--- src/rtl/mips_pkg.sv ---
// Shared MIPS core constants: bubble word, instruction field positions,
// fetch FSM encoding and opcodes the load-use stall unit also decodes.
package mips_pkg;

    localparam logic [31:0] NOP_INSTR = 32'h0000_0000;

    localparam int OP_HI = 31;
    localparam int OP_LO = 26;
    localparam int RS_HI = 25;
    localparam int RS_LO = 21;
    localparam int RT_HI = 20;
    localparam int RT_LO = 16;

    typedef logic [1:0] fetch_state_t;

    localparam fetch_state_t FETCH = 2'd0;
    localparam fetch_state_t HOLD  = 2'd1;
    localparam fetch_state_t DRAIN = 2'd2;

    localparam logic [5:0] LW   = 6'b100011;
    localparam logic [5:0] XORI = 6'b001110;

endpackage

--- src/rtl/fetch_ifid_stage_if.sv ---
// Instruction-memory request/acknowledge bus between fetch (master) and imem (slave).
interface fetch_ifid_stage_if;
    logic        imem_req;
    logic [31:0] imem_addr;
    logic        imem_ack;
    logic [31:0] imem_rdata;

    modport master (output imem_req, imem_addr, input imem_ack, imem_rdata);
    modport slave  (input imem_req, imem_addr, output imem_ack, imem_rdata);
endinterface

--- src/rtl/ifid_reg.sv ---
// IF/ID pipeline register; a bubble takes priority over a load so a flush
// always wins against a concurrent write.
module ifid_reg #(
    parameter logic [31:0] NOP_INSTR = mips_pkg::NOP_INSTR
) (
    input  logic        clk,
    input  logic        rst_n,
    input  logic        load,
    input  logic        bubble,
    input  logic [31:0] d_instr,
    input  logic [31:0] d_pc4,
    output logic [31:0] instr,
    output logic [31:0] pc4,
    output logic        valid
);

    always_ff @(posedge clk or negedge rst_n) begin
        if (!rst_n) begin
            instr <= NOP_INSTR;
            pc4   <= 32'd0;
            valid <= 1'b0;
        end else if (bubble) begin
            instr <= NOP_INSTR;
            valid <= 1'b0;
        end else if (load) begin
            instr <= d_instr;
            pc4   <= d_pc4;
            valid <= 1'b1;
        end
    end

endmodule

--- src/rtl/fetch_ifid_stage.sv ---
// Fetch stage: owns the PC, fetches over the imem handshake, parks one word
// in a skid buffer while stalled, and flushes IF/ID on branch or jump.
//
//  state | meaning
//  FETCH | request outstanding at pc
//  HOLD  | fetched word parked in skid buffer, waiting for the stall to clear
//  DRAIN | redirected while a request was pending; wait for its ack, then jump
module fetch_ifid_stage #(
    parameter logic [31:0] RESET_PC  = 32'h0000_0000,
    parameter logic [31:0] NOP_INSTR = mips_pkg::NOP_INSTR
) (
    input  logic                       clk,
    input  logic                       rst_n,
    input  logic                       PC_WriteEn,
    input  logic                       IFID_WriteEn,
    input  logic                       branch_taken,
    input  logic [31:0]                branch_target,
    input  logic                       jump,
    input  logic [31:0]                jump_target,
    fetch_ifid_stage_if.master         imem,
    output logic [31:0]                ID_instr,
    output logic [31:0]                ID_pc4,
    output logic                       ID_valid,
    output logic [5:0]                 ID_Op,
    output logic [4:0]                 ID_rs,
    output logic [4:0]                 ID_rt
);
    import mips_pkg::*;

    fetch_state_t state, state_nx;
    logic [31:0]  pc, pc_nx, pc4, tgt;
    logic [31:0]  skid_instr, skid_pc4;
    logic [31:0]  saved_tgt, saved_tgt_nx;
    logic [31:0]  d_instr, d_pc4;
    logic         started, advance, redirect, ack;
    logic         load, bubble, skid_load;

    assign advance  = PC_WriteEn & IFID_WriteEn;
    assign redirect = branch_taken | jump;
    assign tgt      = (branch_taken ? branch_target : jump_target) & ~32'h3;
    assign pc4      = pc + 32'd4;

    // started gates the request until the first edge after reset release
    assign imem.imem_req  = started & (state != HOLD);
    assign imem.imem_addr = pc;
    assign ack            = imem.imem_ack & imem.imem_req;

    always_comb begin
        state_nx     = state;
        pc_nx        = pc;
        saved_tgt_nx = saved_tgt;
        load         = 1'b0;
        bubble       = 1'b0;
        skid_load    = 1'b0;
        case (state)
            FETCH: begin
                if (started) begin
                    if (redirect) begin
                        bubble = 1'b1;
                        if (ack) begin
                            pc_nx = tgt;
                        end else begin
                            saved_tgt_nx = tgt;
                            state_nx     = DRAIN;
                        end
                    end else if (ack) begin
                        if (advance) begin
                            load  = 1'b1;
                            pc_nx = pc4;
                        end else begin
                            skid_load = 1'b1;
                            state_nx  = HOLD;
                        end
                    end else if (IFID_WriteEn) begin
                        bubble = 1'b1;
                    end
                end
            end
            HOLD: begin
                if (redirect) begin
                    bubble   = 1'b1;
                    pc_nx    = tgt;
                    state_nx = FETCH;
                end else if (advance) begin
                    load     = 1'b1;
                    pc_nx    = skid_pc4;
                    state_nx = FETCH;
                end
            end
            DRAIN: begin
                bubble = redirect | IFID_WriteEn;
                if (redirect) saved_tgt_nx = tgt;
                if (ack) begin
                    pc_nx    = redirect ? tgt : saved_tgt;
                    state_nx = FETCH;
                end
            end
            default: state_nx = FETCH;
        endcase
    end

    assign d_instr = (state == HOLD) ? skid_instr : imem.imem_rdata;
    assign d_pc4   = (state == HOLD) ? skid_pc4   : pc4;

    always_ff @(posedge clk or negedge rst_n) begin
        if (!rst_n) begin
            state      <= FETCH;
            pc         <= RESET_PC;
            started    <= 1'b0;
            skid_instr <= NOP_INSTR;
            skid_pc4   <= 32'd0;
            saved_tgt  <= 32'd0;
        end else begin
            started   <= 1'b1;
            state     <= state_nx;
            pc        <= pc_nx;
            saved_tgt <= saved_tgt_nx;
            if (skid_load) begin
                skid_instr <= imem.imem_rdata;
                skid_pc4   <= pc4;
            end
        end
    end

    ifid_reg #(.NOP_INSTR(NOP_INSTR)) u_ifid (
        .clk     (clk),
        .rst_n   (rst_n),
        .load    (load),
        .bubble  (bubble),
        .d_instr (d_instr),
        .d_pc4   (d_pc4),
        .instr   (ID_instr),
        .pc4     (ID_pc4),
        .valid   (ID_valid)
    );

    assign ID_Op = ID_instr[OP_HI:OP_LO];
    assign ID_rs = ID_instr[RS_HI:RS_LO];
    assign ID_rt = ID_instr[RT_HI:RT_LO];

endmodule

--- src/flat_wrapper.sv ---
// flat-port wrapper written by rule: the top's interface ports become plain ports
module fetch_ifid_stage_flat import mips_pkg::*;
#(
    parameter logic [31:0] RESET_PC  = 32'h0000_0000,
    parameter logic [31:0] NOP_INSTR = mips_pkg::NOP_INSTR
)
  (clk, rst_n, PC_WriteEn, IFID_WriteEn, branch_taken, branch_target, jump, jump_target, ID_instr, ID_pc4, ID_valid, ID_Op, ID_rs, ID_rt, imem_imem_req, imem_imem_addr, imem_imem_ack, imem_imem_rdata);
  fetch_ifid_stage_if imem_i ();
  input  logic clk;
  input  logic rst_n;
  input  logic PC_WriteEn;
  input  logic IFID_WriteEn;
  input  logic branch_taken;
  input  logic [31:0] branch_target;
  input  logic jump;
  input  logic [31:0] jump_target;
  output logic [31:0] ID_instr;
  output logic [31:0] ID_pc4;
  output logic ID_valid;
  output logic [5:0] ID_Op;
  output logic [4:0] ID_rs;
  output logic [4:0] ID_rt;
  output wire logic [$bits(imem_i.imem_req)-1:0] imem_imem_req;
  output wire logic [$bits(imem_i.imem_addr)-1:0] imem_imem_addr;
  input wire logic [$bits(imem_i.imem_ack)-1:0] imem_imem_ack;
  input wire logic [$bits(imem_i.imem_rdata)-1:0] imem_imem_rdata;
  assign imem_imem_req = imem_i.imem_req;
  assign imem_imem_addr = imem_i.imem_addr;
  assign imem_i.imem_ack = imem_imem_ack;
  assign imem_i.imem_rdata = imem_imem_rdata;
  fetch_ifid_stage #(.RESET_PC(RESET_PC), .NOP_INSTR(NOP_INSTR)) u_core (.clk(clk), .rst_n(rst_n), .PC_WriteEn(PC_WriteEn), .IFID_WriteEn(IFID_WriteEn), .branch_taken(branch_taken), .branch_target(branch_target), .jump(jump), .jump_target(jump_target), .imem(imem_i), .ID_instr(ID_instr), .ID_pc4(ID_pc4), .ID_valid(ID_valid), .ID_Op(ID_Op), .ID_rs(ID_rs), .ID_rt(ID_rt));
endmodule
--- config.mk ---
export PLATFORM = sky130hd
export DESIGN_NAME = fetch_ifid_stage_flat
export DESIGN_NICKNAME = d
export VERILOG_FILES = /design/src/rtl/mips_pkg.sv /design/src/rtl/fetch_ifid_stage_if.sv /design/src/rtl/ifid_reg.sv /design/src/rtl/fetch_ifid_stage.sv /design/src/flat_wrapper.sv
export SDC_FILE = /design/constraint.sdc
export NUM_CORES = 1
export LEC_CHECK = 0
export ABC_CLOCK_PERIOD_IN_PS = 3400
export CAP_MARGIN = 15
export CORE_ASPECT_RATIO = 0.5
export CORE_MARGIN = 1
export CORE_UTILIZATION = 52
export DETAILED_ROUTE_END_ITERATION = 6
export PLACE_DENSITY = 0.86
export SLEW_MARGIN = 20
export SYNTH_ARGS = -nofsm -noshare
export SYNTH_HDL_FRONTEND = slang
export SYNTH_SLANG_ARGS = --single-unit
--- constraint.sdc ---
create_clock -name clk -period 3.4 [get_ports clk]
set_clock_uncertainty 0.1 [all_clocks]
set_input_delay 0.68 -clock clk [delete_from_list [all_inputs] [get_ports clk]]
set_output_delay 0.68 -clock clk [all_outputs]
set_load 0.01 [all_outputs]
==> metrics <==
status=finished, final reports clean; Setup WS pre-CTS=roughly 0.28 ns; DR vias/cell=6.04; final wirelength=between 20000 and 30000 microns; layout cells sized above 1=10.8%; Final ANT Viol Nets=0; leakage power=~5.3 nW; Synth top cells by count=dfrtp_1 (196), nor2_1 (104), nand2_1 (99); drt pass-1 iters=6; Area growth syn-to-layout=27.4%; PortBufs=212; Starting Density=54.6%; CP Capture Type=flop; Layout Utilization=69.5%; worst vdd ir=356 uV; maxcap violations=0; Slew HR=between 30 and 40%; Sink Count=196; number of I/O pins=217; Yosys cell types=71; Buf/Inv on CP=1; core footprint=0.0189 sq mm; Inserted Diodes=0; post-synth top area share=between 40% and 50%; total power=between 10 and 15 mW; die height=102 microns; setup bufs post-CTS=0; critical path endpoint=u_core.imem.imem_addr[15]; CP Depth=6; CTS tree=yes; minimum clock period=2.99 ns; dominant synthesized flop cell=dfrtp_1; r2r endpoint=u_core.imem.imem_addr[15]; min-delay worst type=in2async; final non-filler cell total=between 1000 and 1500; Final setup viols=0; Overflow after GRT=0; reg2reg path depth=6; post-synth top area cell=dfrtp_1; initial antenna violation count=0; Final Cycle Share=87.8%; CTS root buffer=clkbuf_16; Inst Count DP=1445; Syn Inst Count=1046; syn_nets=approximately 1200; GR Util All Layers=approximately 29%; Mean Syn Cell Area=just under 10 sq um; # nets final=1313; critical path class=reg2reg; synthesized area=0.0103 sq mm; final worst slack=0.414 ns; Top Family by Delay on Critical Path=compound AO/OA/AOI/OAI gates; CP max-delay cell=a221oi_1; H-tree level count=4; Vias=around 9000; setup TNS=0 ns; first-pass GRT wire length=46400 microns; clk_lat worst skew=0.44 ns; standard-cell rows=35; drt initial violations=approximately 840; Slew @ Worst Pin=between 0.9 and 1 ns; Worst EP required=3.62 ns; CTS Buf Count=17; Worst Setup Start Kind=flop; CP peak stage delay=~0.7 ns; clock transition at the registers of the reported paths=0.09 ns; number of synthesized register bits=196; global placer's final weighted congestion=0.965; CTS Hold Bufs=0; reg2reg setup slack=0.41 ns; detailed-route wire length per cell=19.6 microns; # resized after CTS=0; largest net degree at the start of global routing=73; Power Dens Cells=768 mW/mm^2; Crit Path Max Fanout=19; Synth async-reset ratio=between 90% and 100%; hpwl dp=21200 microns; Peak Freq=335 MHz; top post-synthesis cells by area=dfrtp_1 (48%), mux2i_1 (7.2%), mux2_2 (5.4%); sequential area share after synthesis=47.6%; clock buffer depth=2; Slew Limit Fails=0; die width=around 200 microns; RSZ-0062 raised after global routing=false; critical path arrival=3.20 ns; cells along the critical path=inv_1 > ha_1 > a221oi_1 > o21ba_2 > o2111ai_1 > o22a_1; Total Die Area=0.0204 sq mm; vias in the first global route=8569; Post-synth EDFFs=0; leading cell type by number of instances after synthesis=dfrtp_1; final hold vios=0; CP Launch Point=u_core.state[0]; Synth Warn #=0; drc violations=0; Crit Reg-Reg Startpoint=u_core.state[0]
## power breakdown
part	internal [mW]	switching (mW)	total [mW]
Clock	1.06	0.950	2.01
Combinational	1.84	2.14	3.98
Sequential	3.21	0.885	4.09
## area by class of cell
class / instances / area, sq um
multi-input cells: 736 / 4880
repair buffers: 241 / 2390
well taps: 259 / 324
clock inverters: 13 / 133
clock buffers: 19 / 443
inverters: 13 / 48.8
fillers: 1392 / 5760
flip-flops and latches: 196 / 4900
## worst min path at each step
| stage | start | end | slack [ns] | depth (start not counted) |
|---|---|---|---|---|
| floorplan | rst_n | u_core.imem.imem_addr[0] | 0.28 | 0 |
| global placement | u_core.saved_tgt[11] | u_core.saved_tgt[11] | 0.36 | 2 |
| detailed placement | u_core.saved_tgt[6] | u_core.saved_tgt[6] | 0.37 | 2 |
| CTS | rst_n | u_core.imem.imem_addr[2] | 0.15 | 1 |
| global route | rst_n | u_core.imem.imem_addr[8] | 0.15 | 1 |
| finish | rst_n | u_core.imem.imem_addr[9] | 0.13 | 1 |
## layout by cell type, fill, tap and decap left out, drive strengths merged, types with 3 or more instances in the layout
| master | count |
|---|---|
| nor2 | 104 |
| nand2b | 3 |
| mux2 | 49 |
| nand3 | 10 |
| clkinv | 4 |
| a22oi | 18 |
| buf | 30 |
| and3 | 6 |
| clkbuf | 20 |
| a22o | 4 |
| o2111ai | 8 |
| a31oi | 7 |
| o211ai | 9 |
| a221oi | 10 |
| a32oi | 5 |
| inv | 21 |
| nand2 | 99 |
| a21o | 3 |
| o2bb2ai | 9 |
| xor2 | 5 |
| and2 | 7 |
| a211oi | 39 |
| a21oi | 48 |
| or3 | 4 |
| nor3 | 17 |
| mux2i | 74 |
| nor4 | 8 |
| ha | 5 |
| xnor2 | 22 |
| o221ai | 6 |
| o21ai | 97 |
| dfrtp | 196 |
| nor2b | 6 |
| clkdlybuf4s50 | 210 |
| o22ai | 10 |
| o31ai | 6 |
| nand4 | 9 |
## per-stage QoR
step           hold WS [ns]  area [sq um]
5_1_grt               0.154         13100
6_report              0.132         13100
3_5_place_dp          0.370         12500
4_1_cts               0.154         13100
3_3_place_gp          0.362         12500
2_1_floorplan         0.284         10300
## logic make-up after synthesis
group | share of synthesized area (%)
other | 0.0364
buffers and inverters | 5.55
AND/OR/NAND/NOR | 12.4
XOR/XNOR | 2.30
flip-flops | 47.6
AO/OA/AOI/OAI | 18.9
adder cells (fa/ha/maj) | 0.608
multiplexers | 12.6
## state kept, by name (all words and copies together) (netlist names)
| signal | cells |
|---|---|
| u_core.u_ifid.pc4 | 32 |
| u_core.saved_tgt | 32 |
| u_core.u_ifid.instr | 32 |
| u_core.started | 1 |
| u_core.skid_pc4 | 32 |
| u_core.imem.imem_addr | 32 |
| u_core.state | 2 |
| u_core.skid_instr | 32 |
| u_core.u_ifid.valid | 1 |
## metal layers
metal | track usage, % | part of all wire (%) | vias up | wire length [microns]
li1 | - | - | 4094 | -
met1 | 41.0 | 43 | 4276 | 12500
met2 | 44.7 | 44 | 485 | 12800
met3 | 8.14 | 11 | 65 | 3200
met4 | 7.34 | 1.7 | 0 | 498
met5 | 0 | 0 | - | 0
## worst reg2reg max path, delay by kind of cell (launching register included)
family          cells  cell delay, ns
compound gates      4            1.64
fa+ha+maj           1            0.53
buf+inv             1            0.12
flops               1            0.49
(Power assumes the default switching activity.)
